`src/rtl/controle_pkg.sv`:
```
// Shared constants for the controle_t instruction controller: register
// command codes (also used by the register blocks), ALU selects, opcodes
// and the FSM state encoding.
package controle_pkg;

  // Register commands
  localparam logic [1:0] T_RESET = 2'b00;
  localparam logic [1:0] T_LOAD  = 2'b01;
  localparam logic [1:0] T_HOLD  = 2'b10;

  // ALU operation selects
  localparam logic [1:0] ALU_PASS = 2'b00;
  localparam logic [1:0] ALU_ADD  = 2'b01;
  localparam logic [1:0] ALU_SUB  = 2'b10;

  // Opcodes (110 and 111 are illegal)
  localparam logic [2:0] OP_NOP  = 3'b000;
  localparam logic [2:0] OP_CLR  = 3'b001;
  localparam logic [2:0] OP_LDY  = 3'b010;
  localparam logic [2:0] OP_LDZ  = 3'b011;
  localparam logic [2:0] OP_ADD  = 3'b100;
  localparam logic [2:0] OP_SUB  = 3'b101;
  localparam logic [2:0] OP_IL6  = 3'b110;
  localparam logic [2:0] OP_IL7  = 3'b111;

  // FSM state encoding
  localparam logic [1:0] S_IDLE = 2'b00;
  localparam logic [1:0] S_P1   = 2'b01;
  localparam logic [1:0] S_P2   = 2'b10;

  // Illegal opcodes are the two codes with both upper bits set.
  function automatic logic is_illegal(input logic [2:0] op);
    return (op[2:1] == 2'b11);
  endfunction

endpackage

```
`src/rtl/controle_t_if.sv`:
```
// Instruction handshake and control-output bundle of controle_t.
// Ports: instr_valid/opcode (to controller), instr_ready, Tx/Ty/Tz,
// alu_sel, done, err (from controller).
interface controle_t_if;
  logic       instr_valid;
  logic [2:0] opcode;
  logic       instr_ready;
  logic [1:0] Tx;
  logic [1:0] Ty;
  logic [1:0] Tz;
  logic [1:0] alu_sel;
  logic       done;
  logic       err;

  // Instruction source side
  modport master (
    output instr_valid, opcode,
    input  instr_ready, Tx, Ty, Tz, alu_sel, done, err
  );

  // Controller side
  modport slave (
    input  instr_valid, opcode,
    output instr_ready, Tx, Ty, Tz, alu_sel, done, err
  );
endinterface

```
`src/rtl/controle_decode.sv`:
```
// Combinational phase decoder: (state, latched opcode) -> register commands,
// ALU select, done and last_phase. Ports: state_i, opcode_i in; tx_o, ty_o,
// tz_o, alu_sel_o, done_o, last_phase_o out. Zero latency, no handshake.
module controle_decode
  import controle_pkg::*;
(
  input  logic [1:0] state_i,
  input  logic [2:0] opcode_i,
  output logic [1:0] tx_o,
  output logic [1:0] ty_o,
  output logic [1:0] tz_o,
  output logic [1:0] alu_sel_o,
  output logic       done_o,
  output logic       last_phase_o
);

  always_comb begin
    tx_o         = T_HOLD;
    ty_o         = T_HOLD;
    tz_o         = T_HOLD;
    alu_sel_o    = ALU_PASS;
    done_o       = 1'b0;
    last_phase_o = 1'b0;
    case (state_i)
      S_P1: begin
        case (opcode_i)
          OP_NOP: begin
            done_o       = 1'b1;
            last_phase_o = 1'b1;
          end
          OP_CLR: begin
            tx_o         = T_RESET;
            ty_o         = T_RESET;
            tz_o         = T_RESET;
            done_o       = 1'b1;
            last_phase_o = 1'b1;
          end
          OP_LDY: begin
            ty_o         = T_LOAD;
            done_o       = 1'b1;
            last_phase_o = 1'b1;
          end
          OP_LDZ: begin
            tz_o         = T_LOAD;
            done_o       = 1'b1;
            last_phase_o = 1'b1;
          end
          OP_ADD: begin
            alu_sel_o = ALU_ADD;
            tx_o      = T_LOAD;
          end
          OP_SUB: begin
            alu_sel_o = ALU_SUB;
            tx_o      = T_LOAD;
          end
          default: begin
            // Illegal opcodes: everything holds, instruction still completes.
            done_o       = 1'b1;
            last_phase_o = 1'b1;
          end
        endcase
      end
      S_P2: begin
        // Second phase only exists for ADD/SUB: clear Y after X took the result.
        ty_o         = T_RESET;
        done_o       = 1'b1;
        last_phase_o = 1'b1;
      end
      default: ;
    endcase
  end

endmodule

```
`src/rtl/controle_t.sv`:
```
// Moore instruction controller: accepts an opcode in IDLE and sequences 1 or
// 2 command phases (P1/P2). Ports: clk, rst (sync, active-high), bus (slave).
// Optional: CONTROLE_T_ERR_EN enables the illegal-opcode err pulse.
module controle_t
  import controle_pkg::*;
(
  input  logic         clk,
  input  logic         rst,
  controle_t_if.slave  bus
);

  logic [1:0] state_q, state_d;
  logic [2:0] opcode_q, opcode_d;

  logic [1:0] tx_dec, ty_dec, tz_dec, alu_dec;
  logic       done_dec, last_dec;

  controle_decode u_decode (
    .state_i      (state_q),
    .opcode_i     (opcode_q),
    .tx_o         (tx_dec),
    .ty_o         (ty_dec),
    .tz_o         (tz_dec),
    .alu_sel_o    (alu_dec),
    .done_o       (done_dec),
    .last_phase_o (last_dec)
  );

  // Opcode is captured only on acceptance, so later bus changes are ignored.
  always_comb begin
    state_d  = state_q;
    opcode_d = opcode_q;
    case (state_q)
      S_IDLE: begin
        if (bus.instr_valid) begin
          state_d  = S_P1;
          opcode_d = bus.opcode;
        end
      end
      S_P1:    state_d = last_dec ? S_IDLE : S_P2;
      default: state_d = S_IDLE;  // P2 and the unused encoding
    endcase
  end

  // Reset wins over acceptance and aborts any instruction in flight.
  always_ff @(posedge clk) begin
    if (rst) begin
      state_q  <= S_IDLE;
      opcode_q <= OP_NOP;
    end else begin
      state_q  <= state_d;
      opcode_q <= opcode_d;
    end
  end

  // While rst is high the registers are driven to RESET and nothing completes,
  // even in the cycle rst is first raised during P1/P2.
  assign bus.instr_ready = ~rst & (state_q == S_IDLE);
  assign bus.Tx          = rst ? T_RESET  : tx_dec;
  assign bus.Ty          = rst ? T_RESET  : ty_dec;
  assign bus.Tz          = rst ? T_RESET  : tz_dec;
  assign bus.alu_sel     = rst ? ALU_PASS : alu_dec;
  assign bus.done        = ~rst & done_dec;

`ifdef CONTROLE_T_ERR_EN
  assign bus.err = ~rst & (state_q == S_P1) & is_illegal(opcode_q);
`else
  assign bus.err = 1'b0;
`endif

endmodule

```
`src/flat_wrapper.sv`:
```
// flat-port wrapper written by rule: the top's interface ports become plain ports
module controle_t_flat import controle_pkg::*;
  (clk, rst, bus_instr_valid, bus_opcode, bus_instr_ready, bus_Tx, bus_Ty, bus_Tz, bus_alu_sel, bus_done, bus_err);
  controle_t_if bus_i ();
  input  logic clk;
  input  logic rst;
  input wire logic [$bits(bus_i.instr_valid)-1:0] bus_instr_valid;
  input wire logic [$bits(bus_i.opcode)-1:0] bus_opcode;
  output wire logic [$bits(bus_i.instr_ready)-1:0] bus_instr_ready;
  output wire logic [$bits(bus_i.Tx)-1:0] bus_Tx;
  output wire logic [$bits(bus_i.Ty)-1:0] bus_Ty;
  output wire logic [$bits(bus_i.Tz)-1:0] bus_Tz;
  output wire logic [$bits(bus_i.alu_sel)-1:0] bus_alu_sel;
  output wire logic [$bits(bus_i.done)-1:0] bus_done;
  output wire logic [$bits(bus_i.err)-1:0] bus_err;
  assign bus_i.instr_valid = bus_instr_valid;
  assign bus_i.opcode = bus_opcode;
  assign bus_instr_ready = bus_i.instr_ready;
  assign bus_Tx = bus_i.Tx;
  assign bus_Ty = bus_i.Ty;
  assign bus_Tz = bus_i.Tz;
  assign bus_alu_sel = bus_i.alu_sel;
  assign bus_done = bus_i.done;
  assign bus_err = bus_i.err;
  controle_t u_core (.clk(clk), .rst(rst), .bus(bus_i));
endmodule
```
`config.mk`:
```
export PLATFORM = sky130hd
export DESIGN_NAME = controle_t_flat
export DESIGN_NICKNAME = d
export VERILOG_FILES = /design/src/rtl/controle_pkg.sv /design/src/rtl/controle_t_if.sv /design/src/rtl/controle_decode.sv /design/src/rtl/controle_t.sv /design/src/flat_wrapper.sv
export SDC_FILE = /design/constraint.sdc
export NUM_CORES = 1
export LEC_CHECK = 0
export BUFFER_PORTS_ARGS = -buffer_cell sky130_fd_sc_hd__buf_2
export CORE_AREA = 2 2 39 41
export DETAILED_ROUTE_END_ITERATION = 8
export DIE_AREA = 0 0 41 43
export PLACE_DENSITY = 0.65
export SYNTH_ARGS = -nofsm -noshare
export SYNTH_HDL_FRONTEND = slang
export SYNTH_HIERARCHICAL = 1
export SYNTH_SLANG_ARGS = --single-unit
```
`constraint.sdc`:
```
create_clock -name clk -period 2.9 [get_ports clk]
set_clock_uncertainty 0.1 [all_clocks]
set_input_delay 0.58 -clock clk [delete_from_list [all_inputs] [get_ports clk]]
set_output_delay 0.58 -clock clk [all_outputs]
set_load 0.03 [all_outputs]
```
## After elaboration in Yosys (flattened, before gate mapping)

Index checks and enable logic that the tools add are counted.

| storage, ports and cells | value |
|---|---|
| register bits after elaboration | 5 |
| input bits | 6 |
| output and inout port bits | 11 |
| logic and storage cells | 33 |

| operators by class | value |
|---|---|
| equality and inequality tests | 8 |
| muxes and demuxes | 17 |
| bitwise operators | 3 |
| reductions and logical operators | 3 |

Operators by type and width:

| operator | number |
|---|---|
| $pmux W2 S2 | 6 |
| $mux W2 | 9 |
| $eq A3 B2 Y1 const B | 2 |
| $eq A3 B3 Y1 const B | 2 |
| $eq A3 B1 Y1 const B | 1 |
| $and A1 B1 Y1 | 2 |
| $eq A2 B1 Y1 const B | 1 |
| $eq A2 B2 Y1 const B | 1 |
| $logic_not A2 Y1 | 1 |
| $ne A2 B2 Y1 const B | 1 |
| $pmux W1 S2 | 1 |
| $reduce_and A2 Y1 | 1 |
| $reduce_or A2 Y1 | 1 |
| $mux W1 | 1 |
| $not A1 Y1 | 1 |

## Logic depth before layout (Yosys ltp)

| logic depth | value |
|---|---|
| depth after elaboration | 6 |
| mapped depth | 6 |
| mapped depth without buffers | 6 |

## Cells and area by module

Netlist, hierarchy kept.

By module, submodules not included:

| module | instances | cells an instance | area each (µm²) |
|---|---|---|---|
| controle_t | 1 | 30 | 285.3 |
| controle_decode | 1 | 21 | 147.6 |

## Worst setup path after synthesis

No wires, ideal clock.

| path | value |
|---|---|
| path kind | reg-to-output |
| start | register u_core.state_q[0] |
| end | output port bus_alu_sel[0] |
| arrival | 1.450 ns |
| required time | 2.220 ns |
| slack | 0.770 ns |
| stages on the path, launching flop included | 6 |
| path buffers | 0 |
| cell sequence | dfxtp_1 ha_1 nor2b_2 and2_4 and2b_1 nor2b_1 |

| on the way | value |
|---|---|
| word-level cells in the longest chain between the ends | 3 |

Ends and longest elaborated chain:

| item | line | RTL |
|---|---|---|
| start: declaration | controle_t.sv:12 | `logic [1:0] state_q, state_d;` |
| start signal: assignment | controle_t.sv:51 | `state_q <= state_d;` |
| $eq A2 B1 Y1 | controle_decode.sv:24 | `case (state_i)` |
| $mux W2 | controle_decode.sv:24 |  |
| via u_core.alu_dec[0] | controle_t.sv:15 | `logic [1:0] tx_dec, ty_dec, tz_dec, alu_dec;` |
| $mux W2 | controle_t.sv:62 | `assign bus.alu_sel = rst ? ALU_PASS : alu_dec;` |
| end: declaration | flat_wrapper.sv:13 | `output wire logic [$bits(bus_i.alu_sel)-1:0] bus_alu_sel;` |

The timed path passes the listed nets, and every way through them passes these cells.

## Final worst setup path

| path | value |
|---|---|
| start | register u_core.state_q[1] |
| end | output port bus_alu_sel[0] |

Same word-level chain as after synthesis.

==> metrics.txt <==
# Max-Cap Violations 0; Post-CTS Hold Fix Bufs 0; Die ar. 0.00176 mm²; most common cell in the netlist nor2b_1; CTS root buffer clkbuf_4; Syn Area/Cell around 8.5 µm²; drt pass-1 iters 1; Initial Util between 30% and 40%; share of layout cells above drive strength 1 approximately 39%; # fillers ~160; power density cells slightly below 400 mW/mm²; gpl congestion ~0.63; Synth Register Bits 5; ys async rst share 0%; register area share after synthesis a little under a quarter; Setup crit end kind output port; vias in the first global route roughly 290; row cnt 14; final max-slew violation count 0; post-DP HPWL between 500 and 600 µm; Final WS setup between 0.4 and 0.5 ns; Peak VDD IR approximately 0.24 mV; Area contributors post-synth dfxtp_1, nor2b_1, nand2b_1; CTS H-Tree Depth 1; vias per inst approximately 4.2; Area growth, synth to finish 23.4%; Inst Count DP 79; grt total ovfl 0; Fin Setup TNS 0 ns; post-cts resize count 0; die height between 40 and 50 µm; Hold Crit Endpoint u_core/opcode_q[2]; mapped cell area roughly 430 µm²; reg-to-reg startpoint u_core/state_q[1]; P_leak between 0.2 and 0.3 nW; Routed Antenna Nets 0; worst-path maximum fanout 5; Antenna Cells 0; Worst R2R Setup Slack between 1.5 and 2 ns; I/O pin count 17; DRC errors left 0; clock-pin slew on the worst setup and hold paths about 0.04 ns; first-pass GRT wire length ~1100 µm; clk sink count 5; syn_nets 59; initial antenna violation count 0; average wire per standard cell between 8 and 9 µm; final hold viol count 0; worst hold start u_core/opcode_q[2]; Ys Warns 6; buffer count from post-CTS setup fixing 0; outcome complete, no violations; Synth top area share 23.1%; via count approximately 350; Synth cell types 25; Synth top cells by count nor2b_1, nand2b_1, dfxtp_1; GRT Total Usage roughly a tenth; hold depth 2; RR Endpoint u_core/state_q[1]; crit path DAT between 1.5 and 2 ns; Final nets 76; pin count of the biggest net entering global routing 18; main flop type after synthesis dfxtp_1; clock latency on the worst-skew pair ~0.24 ns; wire length after detailed routing 713 µm; count of final setup violators 0; Die X a little over 40 µm; cts bufs inserted 3; TritonCTS clock tree yes; Tmin final around 2.4 ns; Core ar. 0.00138 mm²; final hold slack ~0.45 ns; First DRT Iteration DRCs 0; Fmax ~0.41 GHz; Final period util between 80 and 90%; number of synthesized flops with an enable pin 0; Finished Layout Cells 83; critical path class register to output port; pre-CTS setup slack around 0.74 ns; type of the worst min-delay path register to register; Max clock buf depth 2; RSZ-0062 raised after global routing false; Reg2Reg Depth 5; largest area contributor in the netlist dfxtp_1; Power, Total approximately 0.00021 W; Post-Synthesis Cells between 50 and 60; worst path required time about 2.2 ns; IO Port Bufs 15; Worst setup SP type register
==> cell type report <==
cell class                      count  area, µm²  share of cell area (%)
Timing Repair Buffer               15       75.1                    14.1
Sequential cell                     5        100                    18.7
Clock buffer                        4       26.3                    4.92
Inverter                            2       7.51                    1.41
Tap cell                           16       20.0                    3.75
Multi-Input combinational cell     41        305                    57.1
==> routing by layer <==
layer / up-vias / global-route usage [%] / share of wire (%)
li1: 191 / - / -
met1: 145 / 12.8 / 48
met2: 13 / 11.9 / 46
met3: 0 / 1.57 / 6.2
met4: 0 / 10.0 / 0
met5: - / 0 / 0
==> cells by family (layout without fill, tap and decap cells) <==
kind of cell,Yosys count,after routing,synth area share (%)
and+or+nand+nor,31,31,51.4
DFF,5,5,23.1
buffers and inverters,5,21,6.36
AOI/OAI and AO/OA,3,3,3.47
muxes,3,3,6.94
adders and majority gates,2,2,5.78
other,1,1,0.866
xor gates and xnor gates,1,1,2.02
==> power breakdown <==
group	switching (W)	internal, W
combinational	0.0000271	0.0000210
sequential	0.00000784	0.0000735
clock	0.0000276	0.0000520
total	0.0000625	0.000146
==> layout by cell type (no fill, tap or decap) <==
cell      synthesis  routed
and3_1            1       1
nor3b_4           1       1
and2_4            1       1
nor2b_2           2       2
and2_1            1       1
dfxtp_1           5       5
conb_1            1       1
and2b_2           1       1
xor2_1            1       1
clkbuf_1          0       1
nand2b_1          7       7
nor2_1            1       1
clkbuf_4          0       3
and2b_1           1       1
and3_2            1       1
nor4b_2           1       1
nor2b_1           9       9
o21ai_0           1       1
nor3_2            1       1
nand2_1           2       2
inv_1             2       2
ha_1              2       2
buf_2             1      15
a21oi_1           2       2
nor3_1            1       1
mux2i_1           3       3
==> critical path, cell delays in order, from the launching register on <==
cell	delay (ns)
dfxtp_1	0.45
inv_1	0.07
ha_1	0.21
nor2b_2	0.17
and2_4	0.16
and2b_1	0.14
nor2b_1	0.11
buf_2	0.18
==> per-stage QoR <==
| stage | cell area [µm²] | utilization, % |
|---|---|---|
| final | 534 | 38.6 |
| after floorplan | 433 | - |
| after CTS | 534 | 38.6 |
| after detailed placement | 508 | 36.7 |
| after global placement | 508 | 36.7 |
| after global routing | 534 | 38.6 |
==> flip-flops by register name (all words and copies together), names as in the netlist <==
name / flops
u_core/opcode_q: 3
u_core/state_q: 2
==> how the worst max path moves through the flow <==
stage / startpoint / to / slack [ns] / depth (start not counted)
6_report: u_core/state_q[1] / bus_alu_sel[0] / 0.49 / 7
4_1_cts: u_core/state_q[1] / bus_alu_sel[0] / 0.48 / 7
5_1_grt: u_core/state_q[1] / bus_alu_sel[0] / 0.37 / 7
3_3_place_gp: u_core/state_q[1] / bus_alu_sel[0] / 0.77 / 7
2_1_floorplan: u_core/state_q[0] / bus_alu_sel[0] / 0.77 / 5
3_5_place_dp: u_core/state_q[1] / bus_alu_sel[0] / 0.74 / 7
Note: power is estimated with default switching activity, not from simulation.
